===== src/rtl/seq_shifter.sv =====
// seq_shifter: loads an operand, then shifts or rotates it one bit per clock for SHAMT cycles.
// Optional carry/zero flags are enabled with the SEQ_SHIFTER_FLAGS_EN macro.
module seq_shifter #(
   parameter int DATAWIDTH = 8,
   parameter int SHWIDTH   = 3
) (
   input  logic                 CLK,
   input  logic                 RESET_N,
   input  logic                 START,
   input  logic [2:0]           OP,
   input  logic [SHWIDTH-1:0]   SHAMT,
   input  logic                 SIN,
   input  logic [DATAWIDTH-1:0] D,
   output logic [DATAWIDTH-1:0] Q,
   output logic                 BUSY,
   output logic                 DONE
`ifdef SEQ_SHIFTER_FLAGS_EN
   ,
   output logic                 COUT,
   output logic                 ZERO
`endif
);

   typedef enum logic [1:0] {ST_IDLE, ST_SHIFT, ST_FIN} state_t;

   localparam logic [2:0] OP_SLL = 3'b000;
   localparam logic [2:0] OP_SRL = 3'b001;
   localparam logic [2:0] OP_SRA = 3'b010;
   localparam logic [2:0] OP_ROL = 3'b011;
   localparam logic [2:0] OP_ROR = 3'b100;

   state_t               state_q, state_d;
   logic [DATAWIDTH-1:0] q_q, q_d;
   logic [SHWIDTH-1:0]   count_q, count_d;
   logic [2:0]           op_q, op_d;
   logic                 sin_q, sin_d;
   logic [DATAWIDTH-1:0] step_val;

   // One-bit step of the latched operation applied to the working register.
   always_comb begin
      case (op_q)
         OP_SLL:  step_val = {q_q[DATAWIDTH-2:0], sin_q};
         OP_SRL:  step_val = {sin_q, q_q[DATAWIDTH-1:1]};
         OP_SRA:  step_val = {q_q[DATAWIDTH-1], q_q[DATAWIDTH-1:1]};
         OP_ROL:  step_val = {q_q[DATAWIDTH-2:0], q_q[DATAWIDTH-1]};
         OP_ROR:  step_val = {q_q[0], q_q[DATAWIDTH-1:1]};
         default: step_val = q_q;
      endcase
   end

`ifdef SEQ_SHIFTER_FLAGS_EN
   logic cout_q, cout_d;
   logic step_out;

   // Left-going steps shed the MSB; right-going steps shed the LSB.
   always_comb begin
      case (op_q)
         OP_SLL, OP_ROL: step_out = q_q[DATAWIDTH-1];
         OP_SRL, OP_SRA, OP_ROR: step_out = q_q[0];
         default: step_out = 1'b0;
      endcase
   end
`endif

   always_comb begin
      // NOTE: every signal driven here gets a default first, so no path can infer a latch.
      state_d = state_q;
      q_d     = q_q;
      count_d = count_q;
      op_d    = op_q;
      sin_d   = sin_q;
`ifdef SEQ_SHIFTER_FLAGS_EN
      cout_d  = cout_q;
`endif
      case (state_q)
         ST_IDLE: begin
            if (START) begin
               q_d     = D;
               op_d    = OP;
               sin_d   = SIN;
               count_d = SHAMT;
`ifdef SEQ_SHIFTER_FLAGS_EN
               cout_d  = 1'b0;
`endif
               // Codes above ROR are plain loads and skip the shift phase.
               if (SHAMT == '0 || OP > OP_ROR) state_d = ST_FIN;
               else                            state_d = ST_SHIFT;
            end
         end
         ST_SHIFT: begin
            q_d     = step_val;
            count_d = count_q - 1'b1;
`ifdef SEQ_SHIFTER_FLAGS_EN
            cout_d  = step_out;
`endif
            if (count_q == SHWIDTH'(1)) state_d = ST_FIN;
         end
         ST_FIN:  state_d = ST_IDLE;
         default: state_d = ST_IDLE;
      endcase
   end

   always_ff @(posedge CLK or negedge RESET_N) begin
      if (!RESET_N) begin
         state_q <= ST_IDLE;
         q_q     <= '0;
         count_q <= '0;
         op_q    <= '0;
         sin_q   <= 1'b0;
`ifdef SEQ_SHIFTER_FLAGS_EN
         cout_q  <= 1'b0;
`endif
      end else begin
         // NOTE: sequential state uses non-blocking assignment so all flops update together.
         state_q <= state_d;
         q_q     <= q_d;
         count_q <= count_d;
         op_q    <= op_d;
         sin_q   <= sin_d;
`ifdef SEQ_SHIFTER_FLAGS_EN
         cout_q  <= cout_d;
`endif
      end
   end

   assign Q    = q_q;
   assign BUSY = (state_q == ST_SHIFT);
   assign DONE = (state_q == ST_FIN);
`ifdef SEQ_SHIFTER_FLAGS_EN
   assign COUT = cout_q;
   assign ZERO = (q_q == '0);
`endif

endmodule

===== config.mk =====
export PLATFORM = sky130hd
export DESIGN_NAME = seq_shifter
export DESIGN_NICKNAME = d
export VERILOG_FILES = /design/src/rtl/seq_shifter.sv
export SDC_FILE = /design/constraint.sdc
export NUM_CORES = 1
export LEC_CHECK = 0
export CAP_MARGIN = 20
export CORE_ASPECT_RATIO = 0.9
export CORE_UTILIZATION = 47
export DETAILED_ROUTE_END_ITERATION = 6
export GPL_ROUTABILITY_DRIVEN = 0
export PLACE_DENSITY = 0.88
export SETUP_SLACK_MARGIN = 0.15
export SYNTH_ARGS = -nofsm -noshare
export SYNTH_HDL_FRONTEND = slang
export SYNTH_SLANG_ARGS = --single-unit

===== constraint.sdc =====
create_clock -name CLK -period 1.8 [get_ports CLK]
set_input_delay 0.36 -clock CLK [delete_from_list [all_inputs] [get_ports CLK]]
set_output_delay 0.36 -clock CLK [all_outputs]
set_load 0.01 [all_outputs]

==> results of run 1 <==
==> path summary, 6_finish.rpt <==
check	from	endpoint	slack (ns)	cells after the start
max in group asynchronous	RESET_N	Q[7]	1.22	2
setup / recovery	Q[2]	Q[2]	0.21	1
min in group CLK	count_q[1]	count_q[1]	0.54	1
hold reg to reg	count_q[1]	count_q[1]	0.54	1
setup reg to reg	op_q[2]	Q[7]	0.28	4
hold / removal	RESET_N	Q[5]	0.37	2
==> through the flow <==
step           setup WS, ns  instance area [um2]  cells
2_1_floorplan        0.3912                 1027    100
3_3_place_gp         0.1201                 1326    152
3_5_place_dp        0.04607                 1326    152
4_1_cts              0.1570                 1360    157
5_1_grt              0.1623                 1416    164
6_report             0.2080                 1416    164
==> cells in the final DEF (no fill, tap or decap), types with 2 or more instances in the layout <==
cell             count
inv_1                4
a211oi_1             3
clkdlybuf4s50_1     24
a21oi_1              4
ha_1                 2
dfrtp_1             16
nand2_1             16
nor3b_1              4
mux2i_1              2
mux2_2               4
a22oi_1              3
o21ba_2              2
o22a_1               2
buf_4               14
nor2_1               3
a222oi_1             5
o21ai_0              5
clkbuf_4             3
==> kinds of logic after synthesis <==
| family | Yosys count | synth area share |
|---|---|---|
| XOR/XNOR | 1 | 0.008528 |
| AO/OA/AOI/OAI | 30 | 0.2278 |
| AND/OR/NAND/NOR | 34 | 0.2010 |
| adder cells (fa/ha/maj) | 2 | 0.02436 |
| flip-flops | 17 | 0.4141 |
| buffers and inverters | 10 | 0.06089 |
| multiplexers | 6 | 0.06334 |
==> state kept, by name, indices dropped and copies added, names as in the netlist <==
| name | count |
|---|---|
| state_q | 2 |
| count_q | 3 |
| sin_q | 1 |
| Q | 8 |
| op_q | 3 |
==> timing repair <==
action | CTS | global route
endpoints found under the hold margin | 0 | 0
hold buffers | 0 | 0
setup endpoints to repair | 4 | 8
buffers inserted | 1 | 7
gates resized for setup | 3 | 2
pin swaps | 0 | 0
==> worst reg2reg max path: cells and delay by family (launching register included) <==
kind	cells	cell delay (ns)
AO/OA/AOI/OAI	3	0.53
flip-flops	1	0.59
AND/OR/NAND/NOR	1	0.29
==> final cells by class <==
cell class / count / area [um2] / share of cell area
multi-input cells: 73 / 539.3 / 0.3807
flip-flops and latches: 17 / 426.7 / 0.3012
repair buffers: 41 / 376.6 / 0.2659
well taps: 25 / 31.28 / 0.02208
clock buffers: 3 / 22.52 / 0.01590
inverters: 4 / 15.01 / 0.01060
clock inverters: 1 / 5.005 / 0.003534
==> where the power goes <==
part	switching, uW	internal, uW	total (uW)	leakage (uW)
Clock	126	82.6	209	0.0000177
Sequential	218	572	790	0.000204
Combinational	673	756	1430	0.000412
Total	1020	1410	2430	0.000634
==> layer usage <==
layer / GRT usage / share of wire
met1: 0.2828 / 0.42
met2: 0.3868 / 0.51
met3: 0.05281 / 0.055
met4: 0.1081 / 0.011
met5: 0 / 0
==> run metrics, run 1 <==
status finished, final reports clean; nets 160; Sinks on Clock Net 17; top-count cell post-synth dfrtp_1; antenna diode count 0; Starting Density 0.5164; Yosys top cell area share 0.4141; DRC violations left 0; Data arrival, critical path 1.23 ns; drt via density 5.945; Worst Clk Skew 0.01126 ns; largest net degree at the start of global routing 18; Cells after Synth 100; Hold Crit Class input pin to asynchronous set/reset pin; area grow syn2layout 37.88%; top post-synthesis cells by area dfrtp_1 (41%), nand2_1 (5.8%), a222oi_1 (4.9%), mux2_2 (4.4%), nor3b_1 (2.9%); crit-path cells clkdlybuf4s50_1; pwr dens 1714 nW/um2; RSZ-0062 raised after global routing no; Filler cells 149; max frequency 628.2 MHz; crit share post-route 0.8844; Die ar. 2377 um2; clock tree root driver cell clkbuf_4; mean post-synth cell area 10.27 um2; Post-Syn Area 1027 um2; Startpoint Class register; Via Count 975; wire length after detailed routing 2.545 mm; post-route ant nets 0; slowest stage cell, crit path clkdlybuf4s50_1; TritonCTS clock tree built; PortBufs 27; CP max FO 2; GRT Residual Overflow 0; Iter 0 DRT Violations 43; die height 46.35 um; Worst Setup Path Type register to primary output; Yosys cell types 36; worst vdd ir 944.5 uV; final hold violation count 0; Lkg Pwr 0.0006338 uW; sequential share of the synthesized area 0.4141; Chip Width 51.28 um; pins over their slew limit 0; # H-tree levels 1; top post-synthesis cells by count dfrtp_1 (17), nand2_1 (16), a222oi_1 (5), o21ai_0 (5); core area 1989 um2; initial antenna violation count 0; min cycle time layout 1.592 ns; First-pass DRT Iterations 5; IO Pins 28; Core Rows 15; max incr delay on CP 0.54 ns; Synth area leader dfrtp_1; global-route wire length before repair 3.967 mm; WL/cell 15.52 um; All-Layer GR Usage 0.2296; final setup vio count 0; Post-synth top flop dfrtp_1; hold slack final 0.3745 ns; clk_lat worst skew 0.29 ns; number of synthesized flops with an enable pin 0; TritonCTS Buffers 3; fraction of layout instances using a drive strength above 1 0.2446; worst slew pin tran 0.4405 ns; Post-synth ARST share 1.000; Max Cap Viol 0; Syn Nets 120; Critical Path Sink Type primary output; Max clock buf depth 2; Buf/Inv on CP 1; Post-DP HPWL 1.749 mm; Synth Warn # 0; Reg clk slew, reported paths 0.11 ns; #FFs+latches synth 17; setup TNS 0 ns; total power 2427 uW; max_slew headroom 0.7063; CP top delay family buffers and inverters; fin util 0.7120; worst path required time 1.44 ns; number of global-route vias before repair 935
No activity file was read; power rests on OpenSTA's default activity.
==> run 2: changes to the inputs <==
==> constraint.sdc (replaced) <==
create_clock -name CLK -period 1.8 [get_ports CLK]
set_input_delay 0.36 -clock CLK [delete_from_list [all_inputs] [get_ports CLK]]
set_output_delay 0.36 -clock CLK [all_outputs]
set_load 0.005 [all_outputs]
==> run metrics, run 2 (synthesis results as in run 1) <==
nets 152; WL/cell 14.22 um; Iter 0 DRT Violations 43; initial antenna violation count 0; worst path required time 1.44 ns; Worst Clk Skew 0.005737 ns; Max Cap Viol 0; Buf/Inv on CP 1; number of global-route vias before repair 794; # H-tree levels 1; Sw Ratio 0.4098; clock tree root driver cell clkbuf_4; Die ar. 2377 um2; Chip Width 51.28 um; commonest non-fill, non-tap cell in the layout clkdlybuf4s50_1; slowest stage cell, crit path clkdlybuf4s50_1; leading cell types in the layout, fill and taps excluded clkdlybuf4s50_1 (25), dfrtp_1 (16), nand2_1 (16); GRT Residual Overflow 0; total power 2248 uW; min cycle time layout 1.600 ns; DRC violations left 0; Reg clk slew, reported paths 0.11 ns; status finished, final reports clean; crit share post-route 0.8886; max frequency 625.2 MHz; final setup vio count 0; Sinks on Clock Net 17; Lkg Pwr 0.0005848 uW; start of the worst register-to-register path op_q[2]; clk_lat worst skew 0.30 ns; Hold Crit Class input pin to asynchronous set/reset pin; Max clock buf depth 2; worst vdd ir 917.8 uV; area of the multi-input gates 539.3 um2; antenna diode count 0; setup TNS 0 ns; Critical Path Sink Type primary output; Core Rows 15; First-pass DRT Iterations 4; CP max FO 4; dpl ws 0.01964 ns; PnR worst setup slack 0.2005 ns; max_slew headroom 0.7188; register share of total power 0.365; Post-DP HPWL 1.653 mm; area grow syn2layout 32.03%; fraction of layout instances using a drive strength above 1 0.2061; largest net degree at the start of global routing 18; Starting Density 0.5164; final hold violation count 0; r2r worst-path depth 4; drt via density 5.910; pins over their slew limit 0; Hold-fix buffers, CTS 0; clock power share 0.096; Worst Setup Path Type register to primary output; TritonCTS clock tree built; global-route wire length before repair 3.574 mm; Register-to-Register Setup Slack 0.28 ns; Register Area 426.7 um2; TritonCTS Buffers 3; RSZ-0062 raised after global routing no; Startpoint Class register; Sw Pwr 921.5 uW; wire length after detailed routing 2.219 mm; Data arrival, critical path 1.24 ns; pwr dens 1658 nW/um2; max reg flops 8; post-route ant nets 0; max incr delay on CP 0.51 ns; power share of the combinational group 0.539; CP top delay family buffers and inverters; IO Pins 28; P_int 1327 uW; All-Layer GR Usage 0.2099; Filler cells 152; Via Count 922; PortBufs 27; worst slew pin tran 0.4195 ns; die height 46.35 um; core area 1989 um2; worst r2r dst Q[7]; crit-path cells clkdlybuf4s50_1
run 2: layout make-up:
cell class | instances | share of cell area
multi-input combinational | 73 | 0.3976
sequential | 17 | 0.3146
timing repair buffer | 33 | 0.2334
tap | 25 | 0.02306
clock buffer | 3 | 0.01661
inverter | 4 | 0.01107
clock inverter | 1 | 0.003690
run 2: how the worst max path moves through the flow:
| stage | start | slack (ns) | end | cells past startpoint |
|---|---|---|---|---|
| 6_report | Q[7] | 0.20 | Q[7] | 1 |
| 2_1_floorplan | op_q[1] | 0.39 | Q[6] | 6 |
| 3_5_place_dp | START | 0.02 | op_q[0] | 4 |
| 5_1_grt | Q[5] | 0.15 | Q[5] | 1 |
| 3_3_place_gp | START | 0.07 | Q[5] | 5 |
| 4_1_cts | Q[7] | 0.16 | Q[7] | 1 |
run 2: through the flow:
stage / cells / utilization / hold slack (ns) / cell area, um2
floorplan: 100 / - / 0.06441 / 1027
global placement: 151 / 0.6629 / 0.4896 / 1319
detailed placement: 151 / 0.6629 / 0.5005 / 1319
CTS: 155 / 0.6774 / 0.3752 / 1348
global route: 156 / 0.6818 / 0.3752 / 1356
finish: 156 / 0.6818 / 0.3637 / 1356
run 2: what timing repair did:
action,in CTS,in global routing
pin swaps,0,0
buffers inserted,0,1
endpoints found under the setup margin,2,2
resized for setup,4,1
run 2: power by group through the flow:
stage,Clock [uW],Sequential (uW),Combinational (uW)
2_1_floorplan,0,728,888
3_3_place_gp,0,813,1150
3_5_place_dp,0,833,1190
4_1_cts,215,823,1190
5_1_grt,229,859,1330
6_report,216,820,1210
run 2: metal layers:
metal  vias to the layer above  GRT usage  part of all wire
li1                        438          -                 -
met1                       440     0.2819              0.46
met2                        37     0.3237              0.46
met3                         7    0.03960             0.055
met4                         0     0.1135             0.031
met5                         -          0                 0
